==> config.mk <==
export PLATFORM = sky130hd
export DESIGN_NAME = seg_counter_mux
export DESIGN_NICKNAME = d
export VERILOG_FILES = /design/src/rtl/seg_counter_mux_pkg.sv /design/src/rtl/seg_counter_mux_debounce.sv /design/src/rtl/seg_counter_mux.sv
export SDC_FILE = /design/constraint.sdc
export NUM_CORES = 1
export LEC_CHECK = 0
export CELL_PAD_IN_SITES_DETAIL_PLACEMENT = 1
export CELL_PAD_IN_SITES_GLOBAL_PLACEMENT = 1
export CORE_MARGIN = 10
export CORE_UTILIZATION = 25
export CTS_CLUSTER_SIZE = 25
export DETAILED_ROUTE_END_ITERATION = 12
export DONT_BUFFER_PORTS = 1
export MAX_ROUTING_LAYER = met4
export PLACE_DENSITY_LB_ADDON = 0.1
export SETUP_SLACK_MARGIN = 0.02
export SLEW_MARGIN = 20
export SYNTH_ARGS = -nofsm -noshare
export SYNTH_HDL_FRONTEND = slang
export SYNTH_HIERARCHICAL = 1
export SYNTH_SLANG_ARGS = --single-unit
==> constraint.sdc <==
create_clock -name clk -period 6.65 [get_ports clk]
set_input_delay 1.6625 -clock clk [delete_from_list [all_inputs] [get_ports clk]]
set_output_delay 1.6625 -clock clk [all_outputs]
set_load 0.02 [all_outputs]
==> src/rtl/seg_counter_mux_pkg.sv <==
// rtl/seg_counter_mux_pkg.sv - shared glyph constants and BCD-to-7-segment decoder
package seg_pkg;

    localparam int DIGIT_W = 4;

    // bit0..6 = a..g, bit7 = dp (always off)
    localparam logic [7:0] SEG_0     = 8'h3F;
    localparam logic [7:0] SEG_1     = 8'h06;
    localparam logic [7:0] SEG_2     = 8'h5B;
    localparam logic [7:0] SEG_3     = 8'h4F;
    localparam logic [7:0] SEG_4     = 8'h66;
    localparam logic [7:0] SEG_5     = 8'h6D;
    localparam logic [7:0] SEG_6     = 8'h7D;
    localparam logic [7:0] SEG_7     = 8'h07;
    localparam logic [7:0] SEG_8     = 8'h7F;
    localparam logic [7:0] SEG_9     = 8'h6F;
    localparam logic [7:0] SEG_BLANK = 8'h00;

    function automatic logic [7:0] bcd_to_seg(input logic [DIGIT_W-1:0] nibble);
        logic [7:0] glyph;
        case (nibble)
            4'd0:    glyph = SEG_0;
            4'd1:    glyph = SEG_1;
            4'd2:    glyph = SEG_2;
            4'd3:    glyph = SEG_3;
            4'd4:    glyph = SEG_4;
            4'd5:    glyph = SEG_5;
            4'd6:    glyph = SEG_6;
            4'd7:    glyph = SEG_7;
            4'd8:    glyph = SEG_8;
            4'd9:    glyph = SEG_9;
            default: glyph = SEG_BLANK;
        endcase
        return glyph;
    endfunction

endpackage

==> src/rtl/seg_counter_mux_debounce.sv <==
// rtl/seg_counter_mux_debounce.sv - 2-FF synchroniser, stable-sample debouncer and press pulse
module btn_debounce
#(
    parameter int DEBOUNCE_CYCLES = 16
) (
    input  logic clk,
    input  logic rst,
    input  logic btn_raw,
    output logic btn_level,
    output logic press_pulse
);

    localparam int CNT_W = $clog2(DEBOUNCE_CYCLES + 1);
    localparam logic [CNT_W-1:0] CNT_LAST = CNT_W'(DEBOUNCE_CYCLES - 1);

    logic             sync_1;
    logic             sync_2;
    logic [CNT_W-1:0] stable_cnt;

    // The edge that would take the counter to DEBOUNCE_CYCLES accepts the new level instead
    always_ff @(posedge clk or posedge rst) begin
        if (rst) begin
            sync_1      <= 1'b0;
            sync_2      <= 1'b0;
            stable_cnt  <= '0;
            btn_level   <= 1'b0;
            press_pulse <= 1'b0;
        end else begin
            sync_1      <= btn_raw;
            sync_2      <= sync_1;
            press_pulse <= 1'b0;
            if (sync_2 == btn_level) begin
                stable_cnt <= '0;
            end else if (stable_cnt == CNT_LAST) begin
                stable_cnt  <= '0;
                btn_level   <= sync_2;
                press_pulse <= sync_2;
            end else begin
                stable_cnt <= stable_cnt + CNT_W'(1);
            end
        end
    end

endmodule

==> src/rtl/seg_counter_mux.sv <==
// rtl/seg_counter_mux.sv - debounced BCD up/down counter on a multiplexed display (option: SEG_LEADING_ZERO_BLANK_EN)
module seg_counter_mux
    import seg_pkg::*;
#(
    parameter int NUM_DIGITS      = 4,
    parameter int DEBOUNCE_CYCLES = 16,
    parameter int SCAN_DIV        = 8
) (
    input  logic                          clk,
    input  logic                          rst,
    input  logic                          btn_inc,
    input  logic                          btn_dec,
    output logic [7:0]                    seg,
    output logic [NUM_DIGITS-1:0]         digit_sel,
    output logic [DIGIT_W*NUM_DIGITS-1:0] count_bcd,
    output logic                          wrap
);

    localparam int IDX_W = (NUM_DIGITS > 1) ? $clog2(NUM_DIGITS) : 1;
    localparam int PRE_W = (SCAN_DIV > 1) ? $clog2(SCAN_DIV) : 1;
    localparam logic [IDX_W-1:0] LAST_IDX = IDX_W'(NUM_DIGITS - 1);
    localparam logic [PRE_W-1:0] LAST_PRE = PRE_W'(SCAN_DIV - 1);

    logic inc_pulse;
    logic dec_pulse;

    btn_debounce #(.DEBOUNCE_CYCLES(DEBOUNCE_CYCLES)) u_inc_debounce (
        .clk         (clk),
        .rst         (rst),
        .btn_raw     (btn_inc),
        .btn_level   (),
        .press_pulse (inc_pulse)
    );

    btn_debounce #(.DEBOUNCE_CYCLES(DEBOUNCE_CYCLES)) u_dec_debounce (
        .clk         (clk),
        .rst         (rst),
        .btn_raw     (btn_dec),
        .btn_level   (),
        .press_pulse (dec_pulse)
    );

    logic                          inc_only;
    logic                          dec_only;
    logic                          ripple;
    logic                          roll;
    logic [DIGIT_W-1:0]            digit;
    logic [DIGIT_W*NUM_DIGITS-1:0] count_next;

    assign inc_only = inc_pulse & ~dec_pulse;
    assign dec_only = dec_pulse & ~inc_pulse;

    // ripple is the carry (inc) or borrow (dec) entering each digit; out of the top digit it is a wrap
    always_comb begin
        count_next = count_bcd;
        ripple     = 1'b1;
        digit      = '0;
        for (int k = 0; k < NUM_DIGITS; k++) begin
            digit = count_bcd[k*DIGIT_W +: DIGIT_W];
            if (ripple && inc_only) begin
                if (digit == 4'd9) begin
                    count_next[k*DIGIT_W +: DIGIT_W] = 4'd0;
                end else begin
                    count_next[k*DIGIT_W +: DIGIT_W] = digit + 4'd1;
                    ripple = 1'b0;
                end
            end else if (ripple && dec_only) begin
                if (digit == 4'd0) begin
                    count_next[k*DIGIT_W +: DIGIT_W] = 4'd9;
                end else begin
                    count_next[k*DIGIT_W +: DIGIT_W] = digit - 4'd1;
                    ripple = 1'b0;
                end
            end
        end
        roll = ripple & (inc_only | dec_only);
    end

    always_ff @(posedge clk or posedge rst) begin
        if (rst) begin
            count_bcd <= '0;
            wrap      <= 1'b0;
        end else begin
            count_bcd <= count_next;
            wrap      <= roll;
        end
    end

    logic [PRE_W-1:0]      prescale;
    logic [IDX_W-1:0]      scan_idx;
    logic [IDX_W-1:0]      scan_next;
    logic [DIGIT_W-1:0]    shown_digit;
    logic                  shown_blank;
    logic [NUM_DIGITS-1:0] sel_next;
    logic [7:0]            seg_next;

`ifdef SEG_LEADING_ZERO_BLANK_EN
    logic [NUM_DIGITS-1:0] lead_zero;

    // lead_zero[k]: digit k and every digit above it are zero
    always_comb begin : leading_zero_scan
        logic all_zero;
        all_zero  = 1'b1;
        lead_zero = '0;
        for (int k = NUM_DIGITS - 1; k >= 0; k--) begin
            all_zero     = all_zero & (count_bcd[k*DIGIT_W +: DIGIT_W] == 4'd0);
            lead_zero[k] = all_zero;
        end
    end
`endif

    // digit_sel and seg are both derived from scan_next so they update on the same edge
    always_comb begin
        scan_next = scan_idx;
        if (prescale == LAST_PRE) begin
            scan_next = (scan_idx == LAST_IDX) ? '0 : scan_idx + IDX_W'(1);
        end
        shown_digit = '0;
        shown_blank = 1'b0;
        sel_next    = '0;
        for (int k = 0; k < NUM_DIGITS; k++) begin
            if (scan_next == IDX_W'(k)) begin
                sel_next[k] = 1'b1;
                shown_digit = count_bcd[k*DIGIT_W +: DIGIT_W];
`ifdef SEG_LEADING_ZERO_BLANK_EN
                shown_blank = (k != 0) && lead_zero[k];
`endif
            end
        end
        seg_next = shown_blank ? SEG_BLANK : bcd_to_seg(shown_digit);
    end

    always_ff @(posedge clk or posedge rst) begin
        if (rst) begin
            prescale  <= '0;
            scan_idx  <= '0;
            digit_sel <= NUM_DIGITS'(1);
            seg       <= SEG_0;
        end else begin
            prescale  <= (prescale == LAST_PRE) ? '0 : prescale + PRE_W'(1);
            scan_idx  <= scan_next;
            digit_sel <= sel_next;
            seg       <= seg_next;
        end
    end

endmodule

* Word level (Yosys, flattened, before mapping) *
Memory sizes are Yosys's and may differ from the RTL's. A register that Yosys moved wholly into a read port is not among the register bits.
Index checks and enable logic that the tools add are counted.

operators by class
  equality and inequality tests = 13
  bitwise logic cells = 8
  multiplexer cells = 51
  $add $sub $neg = 12
  reductions and logical operators = 17

operators by type and width
  kind                                                                number
  4-bit 2-to-1 mux                                                    20
  1-bit 2-to-1 mux                                                    24
  5-bit 2-to-1 mux                                                    4
  4-bit by 1-bit adder with 4-bit output, second input constant       4
  4-bit == test, second input constant                                4
  4-bit logical NOT                                                   4
  4-bit by 1-bit subtractor with 4-bit output, second input constant  4
  5-bit by 1-bit adder with 5-bit output, second input constant       2
  5-bit by 4-bit == test with 1-bit output, second input constant     2
  2-bit nonzero test                                                  4
  2-bit == test, second input constant                                3
  1-bit logical AND                                                   6
  2-bit 2-to-1 mux                                                    2
  1-bit NOT                                                           4
  2-bit AND reduction                                                 2
  3-bit by 1-bit adder with 3-bit output, second input constant       1
  1-bit bitwise AND                                                   3
  3-bit == test, second input constant                                1
  3-bit 2-to-1 mux                                                    1
  2-bit by 1-bit adder with 2-bit output, second input constant       1
  1-bit == test                                                       2
  2-bit by 1-bit == test with 1-bit output, second input constant     1
  2-bit logical NOT                                                   1
  1-bit bitwise OR                                                    1

word-level totals
  bits in registers = 52
  ROM bits = 112
  bits of input ports = 4
  logic and storage cells = 121
  memories kept = 1

memory list
  memory           depth  width  rd ports  clocked after Yosys merged registers in  wr ports  line                       source
  (no name shown)  16     7      1         1                                        0         seg_counter_mux_pkg.sv:21  case (nibble)

* Logic depth before layout (Yosys ltp) *
  word-level depth = 14
  gate-level depth with buffers = 12
  gate-level depth less buffers = 11

* Modules after synthesis *
The synthesis kept the hierarchy.

modules (own cells, without submodules)
  module           instances  area each (sq um)  cells an instance  sequential area each (sq um)
  seg_counter_mux  1          2284.7             249                834.6
  btn_debounce     2          339.1              26                 225.2

* Least setup slack after synthesis *
Ideal clock, no wire load.

  kind = reg2reg
  start point = reg count_bcd[9]
  end point = reg count_bcd[15]
  stages on the path, launching flop included = 7
  slack = 4.248 ns
  arrival = 2.276 ns
  cells stage by stage = dfrtp_1 buf_6 or3_4 or3_4 a211oi_4 mux2_4 a311o_1

on the way
  cells in the longest elaborated chain, start to end = 6
  elaborated cells on any way between the ends = 10
  those cells by class = eq/ne (1); mux (5); reduce/logical (4)

ends and longest elaborated chain
  what                                                           line                                          source
  start: declaration                                             seg_counter_mux.sv:15                         output logic [DIGIT_W*NUM_DIGITS-1:0] count_bcd,
  start signal: assignment                                       seg_counter_mux.sv:84                         count_bcd <= count_next;
  4-bit logical NOT                                              seg_counter_mux.sv:68                         if (digit == 4'd0) begin
  1-bit 2-to-1 mux                                               seg_counter_mux.sv:68
  1-bit 2-to-1 mux                                               seg_counter_mux.sv:67                         end else if (ripple && dec_only) begin
  1-bit 2-to-1 mux (*)                                           seg_counter_mux.sv:60                         if (ripple && inc_only) begin
  1-bit logical AND (on tied branches)                           seg_counter_mux.sv:60, seg_counter_mux.sv:67
  4-bit 2-to-1 mux / 2-bit nonzero test (equally long branches)  -

Mark *: on every way between the ends. The rest lies on a longest branch, timed or not.
A chain may end at the register's enable or synchronous reset.

* Worst setup path after layout *
  start point = reg prescale[0]
  end point = reg seg[0]

on the way
  cells in the longest elaborated chain, start to end = 7
  elaborated cells on any way between the ends = 10
  those cells by class = eq/ne (4); mux (5); reduce/logical (1)

ends and longest elaborated chain
  what                           line                    source
  start: declaration             seg_counter_mux.sv:89   logic [PRE_W-1:0] prescale;
  start signal: assignment       seg_counter_mux.sv:140  prescale <= (prescale == LAST_PRE) ? '0 : prescale + PRE_W'(1);
  3-bit == test (*)              seg_counter_mux.sv:115  if (prescale == LAST_PRE) begin
  2-bit 2-to-1 mux (*)           seg_counter_mux.sv:115
  2-bit logical NOT              seg_counter_mux.sv:122  if (scan_next == IDX_W'(k)) begin
  4-bit 2-to-1 mux (3 in a row)  seg_counter_mux.sv:122
  4-bit 2-to-1 mux (*)           seg_counter_mux.sv:122
  end: declaration               seg_counter_mux.sv:13   output logic [7:0] seg,

Marks and branches as above.

==> results.toml <==
[die]
core_area_um2 = 11500
placement_rows = 39
die-area_um2 = 16600
die_x_um = 129
ios = 33
die_height_um = 129
starting_utilization_of_the_core_area_pct = 25.7

[place]
placed_cells_incl_taps = 427
finalWeightedCongestion = 0.775
dp_hpwl_um = 5330
portBuffers = 0

[power_and_ir_drop]
fin_total_pwr_mw = 0.596
worst_ir_drop_vdd_v = 0.0000869
power.leakage_nw = 1.29
powerDensity_nw_per_um2 = 186

[yosys]
post_synth.cell_area_avg_um2 = 9.84
netlist.area_leader.share_pct = 37.2
synth_area_leaders = "sky130_fd_sc_hd__dfrtp_1 37%, sky130_fd_sc_hd__dfstp_2 6.2%, sky130_fd_sc_hd__ha_1 5.5%, sky130_fd_sc_hd__mux2i_1 5.1%, sky130_fd_sc_hd__nor2_1 3.2%"
synth.yosys.warnings = 13
ys_async_sr_fraction_pct = 100
share_of_the_yosys_chip_area_belonging_to_registers_pct = 43.4
synth_area_leader_cell = "sky130_fd_sc_hd__dfrtp_1"
ys.flop_type = "sky130_fd_sc_hd__dfrtp_1"
synth.ff_latch_count = 51
synth_common_cells = "44 x sky130_fd_sc_hd__dfrtp_1, 25 x sky130_fd_sc_hd__nor2_1, 21 x sky130_fd_sc_hd__inv_1"
number_of_instances_in_the_synthesized_netlist = 301
synth_area_um2 = 2960
syn-num-nets = 318
netlist-cell-type-count = 65
yosys.cell_count.top_type = "sky130_fd_sc_hd__dfrtp_1"
synth_edf_count = 0

[critical_path]
timing_worst_setup_path_type = "flop to flop"
required_worst_endpoint_ns = 6.86
worst-endpoint-arrival_ns = 2.98
cp-end-kind = "flop"
path_max_fanout = 12
ff2ff_setup_slack_ns = 3.87
start_kind = "flop"

[sta]
setup_violators_final = 0
totalNegativeSetupSlack_ns = 0
maxSlewHeadroom_pct = 45.1
timing.fmax_mhz = 360
period_share_pct = 41.8
fin_skew_ns = 0.00782
finalMaxSlewViolations = 0
final-hold-violation-count = 0
unrepaired_setup_endpoints_after_global_routing = "no"
timing.hold.ws_ns = 0.351
final.min_clock_period_ns = 2.78
max_slew.worst_pin.slew_ns = 0.807

[clocking]
clockBufferDepth = 2
cts_tree = "built"
clock_tree.htree_level_count = 2
number_of_buffers_created_by_cts = 5
holdBufCountCts = 0
cts.sink_count = 51
cts-root-buf = "sky130_fd_sc_hd__clkbuf_16"
post_cts_setup_bufs = 0
clk_pin_slew_ns = 0.07
resized_cells_post_cts = 0
clock_insertion_delay_worst_skew_ns = 0.29

[route]
drt.antenna.violating_nets = 0
post_drt_wl_per_cell_um = 17.2
route.detailed.vias_per_inst = 4.91
highest_routed_layer = "met4"
post_route_m1_wl_um = 3600
detail_route.drc_violations = 0
dr.pass1.iters = 4
routed-via-count = 2138
totalWireLength_um = 7500
routed-wl-met3_um = 338
wl_met2_um = 3500
dr_iter_0_viols = 85

[layout]
filler_cell_count = 1302
num_antenna_cells = 0
finalNetCount = 308
area_growth_syn_to_layout_pct = 8.07
post_route_cells_drive_above_1_share_pct = 13.4
fin_cells = 435

[global_routing]
grt_usage_pct = 9.56
grt_first_pass_wirelength_um = 12400
initial_antenna_violation_count = 0
gr-total-overflow = 0
vias_in_the_first_global_route = 2206
grt_start_max_net_pins = 34

[run_status]
run_status = "completed"

[job]
maxCapViolCount = 0

[hold_path]
min_path_type = "flop to flop"
==> critical path, cell delays in order, from the launching register on <==
cell and delay, ns:
sky130_fd_sc_hd__dfrtp_1 0.38, sky130_fd_sc_hd__ha_1 0.20, sky130_fd_sc_hd__ha_1 0.23, sky130_fd_sc_hd__mux2i_2 0.68, sky130_fd_sc_hd__mux2i_1 0.16, sky130_fd_sc_hd__mux2i_1 0.57, sky130_fd_sc_hd__nand2_1 0.23, sky130_fd_sc_hd__o22ai_1 0.24
==> routing by layer <==
metal / GRT usage, % / up-vias
met1: 12.4 / 1063
li1: - / 1040
met4: 2.41 / 0
met2: 14.7 / 28
met3: 2.34 / 7
met5: - / -
==> worst paths after layout <==
kind,startpoint,endpoint,cells past startpoint
setup reg to reg,prescale[0]$_DFF_PP0_,seg[0]$_DFF_PP1_,7
hold reg to reg,u_dec_debounce/sync_1$_DFF_PP0_,u_dec_debounce/sync_2$_DFF_PP0_,0
hold / removal,u_dec_debounce/sync_1$_DFF_PP0_,u_dec_debounce/sync_2$_DFF_PP0_,0
max in group asynchronous,rst,seg[3]$_DFF_PP1_,2
setup / recovery,prescale[0]$_DFF_PP0_,seg[0]$_DFF_PP1_,7
min in group asynchronous,rst,u_inc_debounce/sync_1$_DFF_PP0_,1
==> flip-flops by register name (all words and copies together), names as in the netlist, 2 cells and up <==
signal,flops
scan_idx,2
u_inc_debounce/stable_cnt,5
seg,7
prescale,3
u_dec_debounce/stable_cnt,5
count_bcd,16
digit_sel,4
==> report_power, final <==
part,leakage (nW),switching (mW),internal (mW)
clock,0.0675,0.123,0.141
combinational,0.567,0.0103,0.00403
sequential,0.659,0.00335,0.314
==> placed cells by master, fill, tap and decap left out, types with 5 or more instances in the layout <==
| cell type | n |
|---|---|
| sky130_fd_sc_hd__dfrtp_1 | 44 |
| sky130_fd_sc_hd__nor2_1 | 25 |
| sky130_fd_sc_hd__inv_1 | 21 |
| sky130_fd_sc_hd__nand2_1 | 19 |
| sky130_fd_sc_hd__a21oi_1 | 14 |
| sky130_fd_sc_hd__o21ai_0 | 14 |
| sky130_fd_sc_hd__mux2i_1 | 14 |
| sky130_fd_sc_hd__ha_1 | 13 |
| sky130_fd_sc_hd__o22ai_1 | 7 |
| sky130_fd_sc_hd__xor2_1 | 7 |
| sky130_fd_sc_hd__dfstp_2 | 7 |
| sky130_fd_sc_hd__nor3_1 | 6 |
| sky130_fd_sc_hd__mux2_2 | 6 |
| sky130_fd_sc_hd__nand3_1 | 6 |
| sky130_fd_sc_hd__xnor2_1 | 5 |
| sky130_fd_sc_hd__nand4_1 | 5 |
| sky130_fd_sc_hd__clkbuf_16 | 5 |
==> metrics by stage <==
step / setup slack, ns / instance area [um2] / util (%)
after floorplan: 4.25 / 2960 / -
after global placement: 3.69 / 3050 / 26.5
after detailed placement: 3.85 / 3060 / 26.5
after CTS: 3.84 / 3200 / 27.8
after global routing: 3.57 / 3200 / 27.8
final: 3.87 / 3200 / 27.8
==> kinds of logic (layout without fill, tap and decap cells) <==
family          after synthesis  in the layout  synth area share, %
simple gates                 94             94                 17.3
xor+xnor                     12             12                 3.55
flops                        51             51                 43.4
other cells                   1              1                0.127
compound gates               67             67                 15.9
mux                          22             22                 7.85
buf+inv                      41             32                 6.42
fa+ha+maj                    13             13                 5.49
==> final cells by class <==
class	instances	area, um2	area share [%]
clock inverter	2	16.3	0.508
multi-input combinational	209	1490	46.6
timing repair buffer	3	22.5	0.703
tap	143	179	5.59
inverter	21	78.8	2.46
clock buffer	6	129	4.03
sequential	51	1280	40.1
Note: power is estimated with default switching activity, not from simulation.
